==> src/rtl/fp16_pkg.sv <==
// Shared binary16 definitions for the FPU datapath: field widths, special
// encodings, divider state encoding and the one-hot result class record.
package fp16_pkg;

    localparam int EXP_W   = 5;
    localparam int FRAC_W  = 10;
    localparam int BIAS    = 15;
    localparam int EXP_MAX = 31;

    localparam logic [15:0] QNAN_CANON = 16'h7E00;
    localparam logic [15:0] POS_INF    = 16'h7C00;

    typedef enum logic [2:0] {
        IDLE,
        PREP,
        DIV,
        NORM,
        DONE
    } div_state_t;

    typedef struct packed {
        logic snan;
        logic qnan;
        logic inf;
        logic zero;
        logic subnormal;
        logic normal;
    } fp_cls_t;

endpackage

==> src/rtl/fp_class.sv <==
// Binary16 operand classifier: one-hot class of a value plus its sign bit.
module fp_class
    import fp16_pkg::*;
(
    input  logic [15:0] f,
    output fp_cls_t     cls,
    output logic        neg
);

    logic [EXP_W-1:0]  ex;
    logic [FRAC_W-1:0] fr;

    always_comb begin
        cls = '0;
        neg = f[15];
        ex  = f[14:10];
        fr  = f[9:0];
        if (ex == EXP_W'(EXP_MAX)) begin
            if (fr == '0)
                cls.inf = 1'b1;
            else if (fr[FRAC_W-1])
                cls.qnan = 1'b1;
            else
                cls.snan = 1'b1;
        end else if (ex == '0) begin
            if (fr == '0)
                cls.zero = 1'b1;
            else
                cls.subnormal = 1'b1;
        end else begin
            cls.normal = 1'b1;
        end
    end

endmodule

==> src/rtl/fp16_div.sv <==
// Sequential binary16 divider (restoring radix-2, 13 quotient bits), one
// operation in flight. Define FP16_DIV_RNE_EN for round-to-nearest-even.
module fp16_div
    import fp16_pkg::*;
(
    input  logic        clk,
    input  logic        rst_n,
    input  logic        in_valid,
    output logic        in_ready,
    input  logic [15:0] op_a,
    input  logic [15:0] op_b,
    output logic        out_valid,
    input  logic        out_ready,
    output logic [15:0] q,
    output logic        sNaN_o,
    output logic        qNaN_o,
    output logic        infinity_o,
    output logic        zero_o,
    output logic        subnormal_o,
    output logic        normal_o
);

    localparam int ITER = 13;
`ifdef FP16_DIV_RNE_EN
    localparam bit RNE = 1'b1;
`else
    localparam bit RNE = 1'b0;
`endif
    localparam logic signed [6:0] E_INF = 7'(EXP_MAX);

    // Round-up decision; in the truncating build RNE is 0 and this folds away.
    function automatic logic rnd_inc(input logic g, input logic s, input logic lsb);
        return RNE & g & (s | lsb);
    endfunction

    div_state_t state, state_nx;
    logic [3:0] cnt;

    logic [15:0] a_p0, b_p0;
    fp_cls_t     a_cls, b_cls;
    logic        a_neg, b_neg, a_z, b_z;

    logic               sign_p1;
    logic signed [6:0]  e_p1;
    logic [10:0]        sb_p1;
    logic [12:0]        rem_p1, quo_p1;

    logic        spec_hit;
    logic [15:0] spec_q;
    fp_cls_t     spec_cls;

    logic [12:0] rem_sub, rem_nx;
    logic        rem_ge;

    logic signed [6:0] e_n, e_r;
    logic [6:0]        shm1;
    logic [9:0]        mant;
    logic              guard, sticky;
    logic [21:0]       ext;
    logic [10:0]       m_nrm, m_sub;
    logic [15:0]       norm_q;
    fp_cls_t           norm_cls;

    logic [15:0] q_r;
    fp_cls_t     cls_r;

    fp_class u_cls_a (.f(a_p0), .cls(a_cls), .neg(a_neg));
    fp_class u_cls_b (.f(b_p0), .cls(b_cls), .neg(b_neg));

    // Subnormal operands are treated as zero.
    assign a_z = a_cls.zero | a_cls.subnormal;
    assign b_z = b_cls.zero | b_cls.subnormal;

    always_comb begin
        spec_hit = 1'b1;
        spec_q   = '0;
        spec_cls = '0;
        if (a_cls.normal && b_cls.normal) begin
            spec_hit = 1'b0;
        end else if (a_cls.snan || b_cls.snan) begin
            spec_q        = a_cls.snan ? a_p0 : b_p0;
            spec_cls.snan = 1'b1;
        end else if (a_cls.qnan || b_cls.qnan) begin
            spec_q        = a_cls.qnan ? a_p0 : b_p0;
            spec_cls.qnan = 1'b1;
        end else if ((a_cls.inf && b_cls.inf) || (a_z && b_z)) begin
            spec_q        = QNAN_CANON;
            spec_cls.qnan = 1'b1;
        end else if (a_cls.inf || b_z) begin
            spec_q       = {a_neg ^ b_neg, POS_INF[14:0]};
            spec_cls.inf = 1'b1;
        end else begin
            spec_q        = {a_neg ^ b_neg, 15'h0};
            spec_cls.zero = 1'b1;
        end
    end

    assign rem_ge  = rem_p1 >= {2'b00, sb_p1};
    assign rem_sub = rem_p1 - {2'b00, sb_p1};
    assign rem_nx  = rem_ge ? rem_sub : rem_p1;

    always_comb begin
        e_n    = quo_p1[12] ? e_p1 : e_p1 - 7'sd1;
        mant   = quo_p1[12] ? quo_p1[11:2] : quo_p1[10:1];
        guard  = quo_p1[12] ? quo_p1[1] : quo_p1[0];
        sticky = (|rem_p1) | (quo_p1[12] & quo_p1[0]);
        // Denormalising shift beyond the first position (hidden bit lands in ext[21] at shm1=0).
        shm1   = 7'(-e_n);
        ext    = {1'b1, mant, guard, 10'b0} >> shm1;
        m_nrm  = {1'b0, mant} + {10'b0, rnd_inc(guard, sticky, mant[0])};
        e_r    = e_n + $signed({6'b0, m_nrm[10]});
        m_sub  = {1'b0, ext[21:12]}
               + {10'b0, rnd_inc(ext[11], (|ext[10:0]) | sticky, ext[12])};
        norm_q   = '0;
        norm_cls = '0;
        if (e_n >= E_INF) begin
            norm_q       = {sign_p1, POS_INF[14:0]};
            norm_cls.inf = 1'b1;
        end else if (e_n >= 7'sd1) begin
            if (e_r >= E_INF) begin
                norm_q       = {sign_p1, POS_INF[14:0]};
                norm_cls.inf = 1'b1;
            end else begin
                norm_q          = {sign_p1, e_r[4:0], m_nrm[9:0]};
                norm_cls.normal = 1'b1;
            end
        end else if (shm1 > 7'd10) begin
            norm_q        = {sign_p1, 15'h0};
            norm_cls.zero = 1'b1;
        end else begin
            norm_q = {sign_p1, 4'b0, m_sub};
            if (m_sub[10])
                norm_cls.normal = 1'b1;
            else if (m_sub == '0)
                norm_cls.zero = 1'b1;
            else
                norm_cls.subnormal = 1'b1;
        end
    end

    always_comb begin
        state_nx = state;
        case (state)
            IDLE:    if (in_valid) state_nx = PREP;
            PREP:    state_nx = spec_hit ? DONE : DIV;
            DIV:     if (cnt == '0) state_nx = NORM;
            NORM:    state_nx = DONE;
            DONE:    if (out_ready) state_nx = IDLE;
            default: state_nx = IDLE;
        endcase
    end

    always_ff @(posedge clk or negedge rst_n) begin
        if (!rst_n) begin
            state <= IDLE;
            cnt   <= '0;
        end else begin
            state <= state_nx;
            if (state == PREP)
                cnt <= 4'(ITER - 1);
            else if (state == DIV)
                cnt <= cnt - 4'd1;
        end
    end

    always_ff @(posedge clk) begin
        case (state)
            // p0: operand capture
            IDLE: begin
                if (in_valid) begin
                    a_p0 <= op_a;
                    b_p0 <= op_b;
                end
            end
            // p1: exponent difference and significand setup
            PREP: begin
                sign_p1 <= a_neg ^ b_neg;
                e_p1    <= $signed({2'b00, a_p0[14:10]}) - $signed({2'b00, b_p0[14:10]})
                           + 7'(BIAS);
                sb_p1   <= {1'b1, b_p0[9:0]};
                rem_p1  <= {2'b00, 1'b1, a_p0[9:0]};
                quo_p1  <= '0;
                q_r     <= spec_q;
                cls_r   <= spec_cls;
            end
            DIV: begin
                quo_p1 <= {quo_p1[11:0], rem_ge};
                rem_p1 <= rem_nx << 1;
            end
            // p2: normalise, round, pack
            NORM: begin
                q_r   <= norm_q;
                cls_r <= norm_cls;
            end
            default: ;
        endcase
    end

    assign in_ready    = (state == IDLE);
    assign out_valid   = (state == DONE);
    assign q           = out_valid ? q_r : 16'h0;
    assign sNaN_o      = out_valid & cls_r.snan;
    assign qNaN_o      = out_valid & cls_r.qnan;
    assign infinity_o  = out_valid & cls_r.inf;
    assign zero_o      = out_valid & cls_r.zero;
    assign subnormal_o = out_valid & cls_r.subnormal;
    assign normal_o    = out_valid & cls_r.normal;

endmodule

==> config.mk <==
export PLATFORM = sky130hd
export DESIGN_NAME = fp16_div
export DESIGN_NICKNAME = d
export VERILOG_FILES = /design/src/rtl/fp16_pkg.sv /design/src/rtl/fp_class.sv /design/src/rtl/fp16_div.sv
export SDC_FILE = /design/constraint.sdc
export NUM_CORES = 1
export LEC_CHECK = 0
export CORE_MARGIN = 4
export CORE_UTILIZATION = 49
export CTS_CLUSTER_DIAMETER = 150
export DETAILED_ROUTE_END_ITERATION = 10
export HOLD_SLACK_MARGIN = 0.06
export PLACE_DENSITY_LB_ADDON = 0.08
export SYNTH_ARGS = -nofsm -noshare
export SYNTH_HDL_FRONTEND = slang
export SYNTH_HIERARCHICAL = 1
export SYNTH_SLANG_ARGS = --single-unit
==> constraint.sdc <==
create_clock -name clk -period 4.2 [get_ports clk]
set_input_delay 0.84 -clock clk [delete_from_list [all_inputs] [get_ports clk]]
set_output_delay 0.84 -clock clk [all_outputs]
set_load 0.01 [all_outputs]
Yosys cells after proc, flatten, opt, wreduce, memory -nomap -nowiden
Cells that the tools add are included.
{ "totals": {"regBits": 105, "latch_bits": 0, "ramBits": 0, "mem_bits_ro": 0, "inputBits": 36, "output_inout_bits": 24, "word_cells": 124, "mem_count": 0} }
{ "classes": {"n_addsub": 6, "multipliers": 0, "div_mod_pow": 0, "order_cmp": 4, "eq_ne": 9, "shifts": 1, "muxes": 61, "bitwise_logic": 9, "n_reduce_logical": 18} }
{ "op_table": {"columns": ["operator", "n"], "rows": [
  ["16-bit two-way mux", 7],
  ["13-bit case mux with 2 select lines", 2],
  ["15-bit two-way mux", 3],
  ["16-bit case mux with 2 select lines", 1],
  ["3-bit two-way mux", 10],
  ["22-bit by 7-bit >> shifter with 22-bit output", 1],
  ["1-bit two-way mux", 21],
  ["10-bit logical NOT", 2],
  ["10-bit two-way mux", 2],
  ["2-bit two-way mux", 8],
  ["3-bit case mux with 5 select lines", 1],
  ["13-bit by 11-bit >= comparator with 1-bit output", 1],
  ["12-bit two-way mux", 1],
  ["4-bit two-way mux", 3],
  ["6-bit case mux with 2 select lines", 1],
  ["12-bit by 11-bit subtractor with 12-bit output", 1],
  ["11-bit logical NOT", 1],
  ["5-bit equality test, second input constant", 2],
  ["5-bit logical NOT", 2],
  ["6-bit by 5-bit adder with 7-bit output, second input constant", 1],
  ["7-bit by 2-bit >= comparator with 1-bit output, second input constant", 1],
  ["7-bit by 6-bit >= comparator with 1-bit output, second input constant", 1],
  ["7-bit by 4-bit > comparator with 1-bit output, second input constant", 1],
  ["7-bit two-way mux", 1],
  ["other kinds (19)", 33]
]} }

Depth between registers and ports, before layout
{ "logic_depth": {"word_depth": 12, "mapped_depth": 16, "depth_no_buf": 12} }

By module
The synthesis kept the hierarchy.
{ "modules_own_cells": {"columns": ["mod", "n_inst", "cells_per_inst", "area_each_um2", "seq_area_each_um2"], "rows": [
  ["fp16_div", 1, 577, 6286.0, 3118.0],
  ["fp_class", 2, 19, 100.1, 0.0]
]} }

Worst setup path before layout
Ideal clock, no wire load.
{ "synth_path": {"path_type": "reg-to-reg", "start": "register quo_p1[12]", "end": "register q_r[9], data pin", "setup_ns": 0.132, "arrival_ns": 3.506, "setup_slack_ns": 0.562, "path_stages_with_launch": 16, "n_path_buf": 6, "path_cell_list": "edfxtp_1 > buf_2 > buf_2 > buf_1 > clkbuf_1 > a21o_1 > ha_1 > inv_1 > o311a_2 > nor4_2 > a2111oi_4 > or3_1 > buf_4 > nor2b_2 > buf_6 > a221o_1"} }
{ "synth_between": {"elab_chain_cells": 7, "word_cells_on_any_way": 12} }
{ "synth_rtl": {"columns": ["element", "line", "text"], "rows": [
  ["start: declaration", "fp16_div.sv:46", "logic [12:0] rem_p1, quo_p1;"],
  ["start signal: assignment", "fp16_div.sv:187", "quo_p1 <= {quo_p1[11:0], rem_ge};"],
  ["7-bit two-way mux", "fp16_div.sv:103", "e_n = quo_p1[12] ? e_p1 : e_p1 - 7'sd1;"],
  ["7-bit negator", "fp16_div.sv:108", "shm1 = 7'(-e_n);"],
  ["22-bit by 7-bit >> shifter with 22-bit output / 7-bit by 4-bit > comparator with 1-bit output (equally long branches)", "fp16_div.sv:109, fp16_div.sv:127", null],
  ["10-bit two-way mux", "fp16_div.sv:127", "end else if (shm1 > 7'd10) begin"],
  ["15-bit two-way mux", "fp16_div.sv:119", "end else if (e_n >= 7'sd1) begin"],
  ["15-bit two-way mux *", "fp16_div.sv:116", "if (e_n >= E_INF) begin"],
  ["16-bit case mux with 2 select lines *", "fp16_div.sv:167", "case (state)"],
  ["end signal: assignment", "fp16_div.sv:183", "q_r <= spec_q;"],
  ["end signal: assignment", "fp16_div.sv:192", "q_r <= norm_q;"],
  ["end: declaration", "fp16_div.sv:64", "logic [15:0] q_r;"]
]} }
Mark *: on every way between the ends. The rest lies on a longest branch, timed or not.
A chain may end at the register's enable or synchronous reset.

Final worst setup path
{ "layout_path": {"start": "register e_p1[0]", "end": "register q_r[1], data pin"} }
{ "layout_between": {"elab_chain_cells": 8, "word_cells_on_any_way": 11} }
{ "layout_rtl": {"columns": ["element", "line", "text"], "rows": [
  ["start: declaration", "fp16_div.sv:44", "logic signed [6:0] e_p1;"],
  ["start signal: assignment", "fp16_div.sv:178", "e_p1 <= $signed({2'b00, a_p0[14:10]}) - $signed({2'b00, b_p0[14:10]})"],
  ["7-bit by 2-bit subtractor with 7-bit output", "fp16_div.sv:103", null],
  ["7-bit two-way mux *", "fp16_div.sv:103", null],
  ["7-bit negator", "fp16_div.sv:108", null],
  ["22-bit by 7-bit >> shifter with 22-bit output / 7-bit by 4-bit > comparator with 1-bit output (equally long branches)", "fp16_div.sv:109, fp16_div.sv:127", null],
  ["10-bit two-way mux", "fp16_div.sv:127", null],
  ["15-bit two-way mux", "fp16_div.sv:119", null],
  ["15-bit two-way mux *", "fp16_div.sv:116", null],
  ["16-bit case mux with 2 select lines *", "fp16_div.sv:167", null]
]} }
Marks and branches as above.

==> impl_results.md <==
- Proportion of layout cells with a drive suffix above 1: 0.0867
- Initial Utilization: 0.508
- Synthesis-to-finish area growth: 16.2%
- Clk_skew: 0.00922 ns
- CTS Hold Buffers Added: 0
- PwrDens: a little under 800 nW/um^2
- Average detailed-routed wire length per instance: 18.9 microns
- ANT cells: 0
- Combined area of all synthesized cells: ~6500 sq um
- Post-cts resize count: 0
- Antenna violations before repair: 0
- Gate family responsible for the most delay along the worst path: simple AND/OR/NAND/NOR gates
- Number of storage elements in the synthesis netlist: 105
- Quantity of I/O buffers inserted on ports: just under 60
- Headroom to the max-slew limit: 0.408
- Kind of path behind the tightest hold check: register to register
- Placed insts: 825
- Crit path kind: register to register
- Clock Sink Count: ~110
- Filler cells: 1078
- Post-route DRC: 0
- Dpl cell area: 7230 sq um
- Via count of the first global-routing pass: approximately 4800
- First-pass DRT Iterations: 5
- Global-route usage over all layers: 0.217
- Wire length after detailed routing: 15900 microns
- Post-synthesis async set-or-reset flop share: 0.0667
- Startpoint types: register
- Number of buffers created by CTS: 9
- Maximum net fanout on the critical path: 11
- Number of warnings issued by yosys: 6
- Count of endpoints failing hold in the final timing report: 0
- Fmax achieved: ~270 MHz
- Critical Path, Cell by Cell: inv_1 > ha_1 > nor2b_1 > a21o_1 > ha_1 > inv_1 > o311a_2 > nor4_2 > a2111oi_4 > or3_1 > nor2b_2 > a221o_1
- Clock latency reported for the late side of the worst-skew pair: 0.36 ns
- TritonCTS clock tree: yes
- CTS max path bufs: 2
- Vias per std cell: around 5.9
- Critical path data arrival time: ~4 ns
- Proportion of synthesized chip area in sequential cells: 0.481
- Leading register cell type out of synthesis: edfxtp_1
- Outcome: finished clean
- Peak per-stage delay on the critical path: between 0.4 and 0.5 ns
- Final number of max-transition violations: 0
- Filler-free cell count of the finished design: approximately 840
- Area of the placeable core: 12800 sq um
- Clock slew at reported path FFs: roughly 0.080 ns
- Setup tns final: 0 ns
- H-tree lvl count: 3
- Count of flip-flops with a built-in enable after synthesis: 98
- Number of DRC violations after detailed-routing iteration 0: 340
- Number of max-cap violations: 0
- Final cycle utilization of the critical path: 0.869
- FP Rows: 41
- Post-DP HPWL: about 12000 microns
- Global-route wire length before repair: ~25000 microns
- Die Ht: around 120 microns
- Post-route core utilization: 0.590
- Overall die width: ~120 microns
- Pin count of the biggest net entering global routing: 33
- Post-synth net total: just under 700
- Clock root cell: clkbuf_16
- Final critical delay including setup and external delays: ~3.7 ns
- Setup repair after global routing missed its margin: no
- IO Pins: 60
- Peak supply drop: roughly 0.00036 V
- Total die area: approximately 15000 sq um
- Synthesized instance count: between 600 and 700
- Number of buffer and inverter stages on the critical path: 2
- Post-detailed-route count of antenna-violating nets: 0
- Worst hold slack: roughly 0.51 ns
- Count of final setup violators: 0
- Required time at the endpoint of the critical path: about 4.4 ns
- Post-route cell area: around 7500 sq um
- Global route total overflow: 0
- Leakage Power: approximately 2.8 nW
- Average size of a mapped cell: between 10 and 15 sq um
- Buffer count from post-CTS setup fixing: 0
- NumNets Final: around 720
- Measured slew at the worst slew-check pin: 0.885 ns
- Kind of end point of the critical path: register
- RePlAce Congestion: 0.853
- Count of vias placed by the detailed router: just under 5000
- Worst path slowest cell: or3_1
- Count of different cell masters after synthesis: 72
==> placed cells by master, fill, tap and decap left out, drive strengths merged, types with 7 or more instances in the layout <==
cell type      instances
a21o                  10
a21oi                 29
a221o                 10
a22oi                 10
and2                  31
and3                  16
buf                    8
clkbuf                 9
clkdlybuf4s50         59
dfrtp                  7
edfxtp                98
ha                    21
inv                   40
mux2                  14
mux2i                 20
nand2                 28
nand3                  8
nor2                  70
nor2b                 11
nor3                  18
nor4                   8
o21ai                 23
xnor2                 15
==> flip-flops by register name (all words and copies together), names as in the netlist <==
signal and count:
cls_r 6, e_p1 7, q_r 16, sign_p1 1, rem_p1 13, state 3, sb_p1 10, cnt 4
quo_p1 13, b_p0 16, a_p0 16
==> synthesized netlist by cell type (4+ instances only) <==
cell	number	area share
nor4_2	4	0.0077
o221ai_1	6	0.0081
mux2_2	13	0.023
xor2_1	6	0.0081
nor4_1	4	0.0039
nand4_1	5	0.0048
and2_1	30	0.029
nand3_1	8	0.0062
a211oi_1	4	0.0046
a22oi_1	10	0.012
edfxtp_1	98	0.45
xnor2_1	15	0.020
clkbuf_1	18	0.010
o22ai_1	6	0.0058
buf_1	4	0.0023
buf_4	4	0.0046
or2_2	4	0.0039
a221o_1	10	0.015
and3_1	16	0.015
nor2_1	70	0.041
dfrtp_1	7	0.027
a21o_1	10	0.012
nand2_1	28	0.016
nor2b_1	10	0.0096
o31ai_1	6	0.0069
nor3_1	17	0.013
ha_1	21	0.041
or3_1	4	0.0039
nand2b_1	6	0.0058
inv_1	36	0.021
mux2i_1	20	0.031
a21oi_1	29	0.022
o211ai_1	6	0.0069
a31oi_1	4	0.0039
o21ai_0	21	0.016
==> layer usage <==
metal	share of wire	vias up	track usage
li1	-	2398	-
met5	0	-	0
met1	0.46	2374	0.297
met2	0.48	161	0.359
met3	0.046	19	0.0325
met4	0.017	0	0.0671
==> report_power, final <==
part           internal, mW  switching [mW]
registers              1.72           0.367
clock network         0.476           0.430
logic                  1.23            1.74
total                  3.43            2.54
==> metrics by stage <==
stage | worst slack, ns | power (mW)
global route | 0.390 | 6.41
floorplan | 0.562 | 4.22
CTS | 0.553 | 5.97
finish | 0.549 | 5.97
global placement | 0.759 | 4.98
detailed placement | 0.586 | 5.04
==> worst paths after layout <==
check / slack (ns) / cells past startpoint / startpoint / to
setup reg to reg: 0.55 / 12 / e_p1[0]$_DFFE_PP_ / q_r[1]$_DFFE_PP_
min in group asynchronous: 0.74 / 1 / rst_n / cnt[2]$_DFFE_PN0P_
setup / recovery: 0.55 / 12 / e_p1[0]$_DFFE_PP_ / q_r[1]$_DFFE_PP_
max in group asynchronous: 3.21 / 1 / rst_n / state[0]$_DFFE_PN0P_
hold reg to reg: 0.51 / 0 / b_p0[0]$_DFFE_PP_ / sb_p1[0]$_DFFE_PP_
hold / removal: 0.51 / 0 / b_p0[0]$_DFFE_PP_ / sb_p1[0]$_DFFE_PP_
==> final cells by class <==
type	count	area (sq um)	area share
clock buffer	9	225	0.0299
clock inverter	7	83.8	0.0111
inverter	36	135	0.0179
multi-input combinational	445	3110	0.412
sequential	105	3120	0.414
tap	172	215	0.0286
timing repair buffer	67	651	0.0864
==> kinds of logic (layout without fill, tap and decap cells) <==
group,Yosys count,after routing,share of synthesized area
AND/OR/NAND/NOR,226,226,0.188
AO/OA/AOI/OAI,140,140,0.155
flip-flops,105,105,0.481
buffers and inverters,65,119,0.0415
multiplexers,34,34,0.0557
adder cells (fa/ha/maj),23,23,0.0467
XOR/XNOR,22,22,0.0320
Power figures use the tool's default switching activity.
